[config.mk]
export PLATFORM = sky130hd
export DESIGN_NAME = beep_scheduler
export DESIGN_NICKNAME = d
export VERILOG_FILES = /design/src/rtl/beep_scheduler.sv
export SDC_FILE = /design/constraint.sdc
export NUM_CORES = 1
export LEC_CHECK = 0
export ABC_AREA = 0
export CAP_MARGIN = 15
export CORE_MARGIN = 5
export CORE_UTILIZATION = 45
export DETAILED_ROUTE_END_ITERATION = 8
export GPL_TIMING_DRIVEN = 0
export MAX_ROUTING_LAYER = met4
export PLACE_DENSITY = 0.79
export SLEW_MARGIN = 0
export SYNTH_ARGS = -nofsm -noshare
export SYNTH_HDL_FRONTEND = slang
export SYNTH_SLANG_ARGS = --single-unit
[constraint.sdc]
create_clock -name clk -period 2.7 [get_ports clk]
set_clock_uncertainty 0.05 [all_clocks]
set_input_delay 0.54 -clock clk [delete_from_list [all_inputs] [get_ports clk]]
set_output_delay 0.54 -clock clk [all_outputs]
set_load 0.005 [all_outputs]
[src/rtl/beep_scheduler.sv]
// beep_scheduler: arbitrates front-panel beep requests and sequences the shared
// tone generator. Each request is latched with its beep kind, granted by fixed
// priority (index 0 highest) and played as a short, long or double-short tone.
// Every tone is followed by a silent gap.
//
// Ports:
//   clk        in   system clock
//   reset      in   asynchronous active-low reset
//   enable     in   advance enable; FSM, counters and outputs freeze when low
//   req        in   per-requester request strobe [NREQ]
//   kind       in   per-requester beep kind, 2 bits each (00 short, 01 long,
//                   10 double-short, 11 short)
//   ack        out  one-cycle grant pulse per requester
//   active_id  out  index of the requester being served
//   busy       out  FSM not idle or any request pending
//   s_enable   out  tone generator enable
//   sonido     out  frequency word (FREQ_WORD while s_enable, else 0)
module beep_scheduler #(
    parameter int unsigned NREQ         = 3,
    parameter int unsigned SHORT_CYCLES = 5000000,
    parameter int unsigned LONG_CYCLES  = 25000000,
    parameter int unsigned GAP_CYCLES   = 2500000,
    parameter int unsigned FREQ_WORD    = 32000,
    parameter int unsigned CNT_W        = 25
) (
    input  logic              clk,
    input  logic              reset,
    input  logic              enable,
    input  logic [NREQ-1:0]   req,
    input  logic [2*NREQ-1:0] kind,
    output logic [NREQ-1:0]   ack,
    output logic [1:0]        active_id,
    output logic              busy,
    output logic              s_enable,
    output logic [51:0]       sonido
);

    localparam int unsigned SND_W = 52;
    localparam int unsigned IDX_W = (NREQ > 1) ? $clog2(NREQ) : 1;
    localparam logic [1:0]  KIND_LONG   = 2'b01;
    localparam logic [1:0]  KIND_DOUBLE = 2'b10;

    typedef enum logic [1:0] {
        IDLE = 2'd0,
        TONE = 2'd1,
        GAP  = 2'd2
    } state_t;

    state_t                 state_q, state_d;
    logic [CNT_W-1:0]       cnt_q, cnt_d;
    logic [NREQ-1:0]        pend_q, pend_d;
    logic [NREQ-1:0][1:0]   kind_q, kind_d;
    logic                   dbl_q, dbl_d;
    logic                   second_q, second_d;
    logic [1:0]             id_q, id_d;
    logic [NREQ-1:0]        ack_q, ack_d;
    logic                   ton_q, ton_d;
    logic [SND_W-1:0]       sonido_q, sonido_d;
    logic                   busy_q, busy_d;

    logic [NREQ-1:0]        grant;
    logic [IDX_W-1:0]       gnt_idx;
    logic                   gnt_any;
    logic [1:0]             sel_kind;

    // State register
    always_ff @(posedge clk or negedge reset) begin
        if (!reset) begin
            state_q  <= IDLE;
            cnt_q    <= '0;
            pend_q   <= '0;
            kind_q   <= '0;
            dbl_q    <= 1'b0;
            second_q <= 1'b0;
            id_q     <= '0;
            ack_q    <= '0;
            ton_q    <= 1'b0;
            sonido_q <= '0;
            busy_q   <= 1'b0;
        end else begin
            state_q  <= state_d;
            cnt_q    <= cnt_d;
            pend_q   <= pend_d;
            kind_q   <= kind_d;
            dbl_q    <= dbl_d;
            second_q <= second_d;
            id_q     <= id_d;
            ack_q    <= ack_d;
            ton_q    <= ton_d;
            sonido_q <= sonido_d;
            busy_q   <= busy_d;
        end
    end

    // Next-state, grant and pending-latch logic
    always_comb begin
        state_d  = state_q;
        cnt_d    = cnt_q;
        pend_d   = pend_q;
        kind_d   = kind_q;
        dbl_d    = dbl_q;
        second_d = second_q;
        id_d     = id_q;
        ack_d    = '0;
        ton_d    = ton_q;
        sonido_d = sonido_q;
        grant    = '0;
        gnt_idx  = '0;
        gnt_any  = 1'b0;
        sel_kind = 2'b00;

        // Lowest pending index wins; scan downward so the last hit is the lowest
        for (int i = int'(NREQ) - 1; i >= 0; i--) begin
            if (pend_q[i]) begin
                gnt_idx = IDX_W'(i);
                gnt_any = 1'b1;
            end
        end

        if (enable) begin
            case (state_q)
                IDLE: begin
                    if (gnt_any) begin
                        grant[gnt_idx] = 1'b1;
                        sel_kind       = kind_q[gnt_idx];
                        ack_d          = grant;
                        id_d           = 2'(gnt_idx);
                        cnt_d          = (sel_kind == KIND_LONG) ? CNT_W'(LONG_CYCLES - 1)
                                                                 : CNT_W'(SHORT_CYCLES - 1);
                        dbl_d          = (sel_kind == KIND_DOUBLE);
                        second_d       = 1'b0;
                        ton_d          = 1'b1;
                        sonido_d       = SND_W'(FREQ_WORD);
                        state_d        = TONE;
                    end
                end
                TONE: begin
                    if (cnt_q == '0) begin
                        ton_d    = 1'b0;
                        sonido_d = '0;
                        cnt_d    = CNT_W'(GAP_CYCLES - 1);
                        state_d  = GAP;
                    end else begin
                        cnt_d = cnt_q - CNT_W'(1);
                    end
                end
                GAP: begin
                    if (cnt_q == '0) begin
                        if (dbl_q && !second_q) begin
                            second_d = 1'b1;
                            cnt_d    = CNT_W'(SHORT_CYCLES - 1);
                            ton_d    = 1'b1;
                            sonido_d = SND_W'(FREQ_WORD);
                            state_d  = TONE;
                        end else begin
                            state_d = IDLE;
                        end
                    end else begin
                        cnt_d = cnt_q - CNT_W'(1);
                    end
                end
                default: state_d = IDLE;
            endcase
        end

        // A grant clears pending, but a request on the same edge re-arms it
        for (int i = 0; i < int'(NREQ); i++) begin
            if (grant[i]) begin
                pend_d[i] = 1'b0;
            end
            if (req[i] && (!pend_q[i] || grant[i])) begin
                pend_d[i] = 1'b1;
                kind_d[i] = kind[2*i +: 2];
            end
        end
    end

    // busy tracks the registered state and pending bits
    assign busy_d    = (state_d != IDLE) | (|pend_d);

    assign ack       = ack_q;
    assign active_id = id_q;
    assign busy      = busy_q;
    assign s_enable  = ton_q;
    assign sonido    = sonido_q;

endmodule

==> metrics.yaml <==
crit_path_frequent_cell: "or3_4"
hold_ws_ns: 0.0702
grt_pass1_vias: 2544
hold_viol_final: 0
n_fill_cell: 575
grt_overflow_total: 0
synth_ff_type: "dfrtp_1"
arrival_ns: 2.78
synth_seq_cells: 45
p_leak_uw: 0.00170
async_reset_ff_share_pct: 100
hold_buffers: 0
h-tree-depth: 2
die_h_um: 92.0
io_pins: 71
hold_path.class: "in2async"
path_cells: "or3_4 -> or4_4 -> or3_4 -> o21ai_4 -> nor2_2 -> o32a_1"
drt-total-wl_um: 6990
drc: 0
wl_per_cell_um: 14.3
fmax_mhz: 379
netlist_area_um2: 3030
synthTopCellsByArea: "dfrtp_1, buf_4, a21oi_1"
cp.buffers_inverters: 0
yosysMostFrequentCell: "buf_4"
globalplace.congestion: 0.940
grt_pass1_wl_um: 12000
synth_edf_count: 0
slew_headroom_pct: 47.7
cts.clk_slew.worst_paths_ns: 0.09
synth_warnings: 0
hpwl_um: 5250
pwr_density_cell_nw_per_um2: 736
design.die.area_um2: 8470
status: "finished, final reports clean"
worst_slew_pin_slew_ns: 0.765
ys_seq_area_share_pct: 37.2
cts_root_buf: "clkbuf_8"
route.vias.total: 2593
drt_iter0_markers: 313
cap_viol_max_count: 0
tritoncts: "done"
dieWidth_um: 92.0
track_usage_pct: 17.6
endpoint_kind: "flop"
antenna_found_initial: 0
clock_latency_ns: 0.31
startpoint_type: "flop"
cts_made_buffers: 5
avgSynthCellArea_um2: 9.12
critPathRequiredTime_ns: 2.85
firstDrtPassIters: 6
grt_max_degree: 33
clock_path_buffers: 2
post_route_cells_drive_above_1_share_pct: 21.9
synthDistinctLibCells: 53
register_area_um2: 1130
io_buffers: 24
via_per_inst: 5.31
final_nets: 428
critPathTopFamily: "simple AND/OR/NAND/NOR gates"
finalSetupViolCount: 0
multiInputGateArea_um2: 1600
fin_util_pct: 57.2
core_region_area_um2: 6460
ir_drop_uv: 453
period_share_pct: 97.6
dp.cells: 479
cts.sinks: 45
slew_viol_final: 0
cpPeakStageDelay_ns: 0.47
post-route-min-period_ns: 2.64
detail-route-antenna-nets: 0
diodes: 0
yosys-top-cells-count: "buf_4, dfrtp_1, a21oi_1, nand2_1, nor3_1"
rows: 29
yosysTopAreaCell: "dfrtp_1"
syn_inst: 332
syn_to_final_growth_pct: 22.0
instances_no_fill: 488
crit_path_top_delay_cell: "or4_4"
crit_type: "reg2reg"
netlist.area_leader.share_pct: 37.2
start_util_pct: 46.9
crit_fanout: 7
report_power, final:
group          switching, uW  internal [uW]  total, uW  leakage, uW
clock                    248            277        525    0.0000543
combinational            611            493       1100      0.00110
sequential               215            872       1090     0.000543
total                   1070           1640       2720      0.00170
worst paths after layout:
kind | from | to | slack, ns | cells after the start
max | cnt_q[18] | cnt_q[21] | 0.06 | 6
min | reset | cnt_q[23] | 0.07 | 1
min in group clk | active_id[0] | active_id[0] | 0.45 | 1
max in group asynchronous | reset | cnt_q[7] | 2.04 | 2
min reg2reg | active_id[0] | active_id[0] | 0.45 | 1
max reg2reg | cnt_q[18] | cnt_q[21] | 0.06 | 6
kinds of logic after synthesis:
group / count (synthesis) / share of synthesized area, %
AO/OA/AOI/OAI: 98 / 22.7
XOR/XNOR: 1 / 0.289
adder cells (fa/ha/maj): 6 / 2.48
buffers and inverters: 72 / 16.2
flip-flops: 45 / 37.2
multiplexers: 6 / 2.23
other: 1 / 0.124
AND/OR/NAND/NOR: 103 / 18.8
what timing repair did:
action                                  CTS  global route
setup buffers                             0             1
endpoints found under the hold margin     0             0
endpoints found under the setup margin    0            29
gates resized for setup                   0             4
final cells by class:
| cell class | count | share of cell area [%] |
|---|---|---|
| Buffer | 63 | 12.4 |
| Clock buffer | 5 | 1.86 |
| Clock inverter | 3 | 1.25 |
| Inverter | 9 | 0.915 |
| Multi-Input combinational cell | 260 | 43.3 |
| Sequential cell | 45 | 30.5 |
| Tap cell | 77 | 2.61 |
| Timing Repair Buffer | 26 | 7.12 |
per-stage QoR:
stage	cell area, um2	TNS (ns)	setup WS [ns]	total power, uW
after floorplan	3200	0	0.309	1860
final	3690	0	0.0644	2720
after detailed placement	3550	-0.0304	-0.0172	2150
after global placement	3530	-9.50	-0.213	2110
after CTS	3660	0	0.0511	2680
after global routing	3690	-0.00554	-0.00554	2910
placed cells by master (no fill, tap or decap), types with 9 or more instances in the layout:
cell type and n:
a21oi_1 26, nor2_1 14, clkdlybuf4s50_1 23, nand2_1 26, dfrtp_1 45, inv_1 9
o21ai_0 14, nor3_1 18, o22a_1 14, conb_1 46, buf_4 53
flip-flops by register name (all words and copies together), names as in the netlist:
register	count
ack	3
active_id	2
second_q	1
cnt_q	25
dbl_q	1
busy	1
state_q	2
kind_q	6
sonido	1
pend_q	3
worst reg2reg max path: cells and delay by family, from the launching register on:
| family | cells | cell delay [ns] |
|---|---|---|
| compound gates | 2 | 0.60 |
| flops | 1 | 0.43 |
| simple gates | 4 | 1.45 |
per-layer routing:
layer / vias up / GRT usage (%) / wire [um]
met2: 129 / 28.5 / 3250
met3: 15 / 3.52 / 543
met4: 0 / 5.69 / 121
met1: 1184 / 22.3 / 3080
li1: 1265 / - / -
met5: - / - / 0
(Power assumes the default switching activity.)
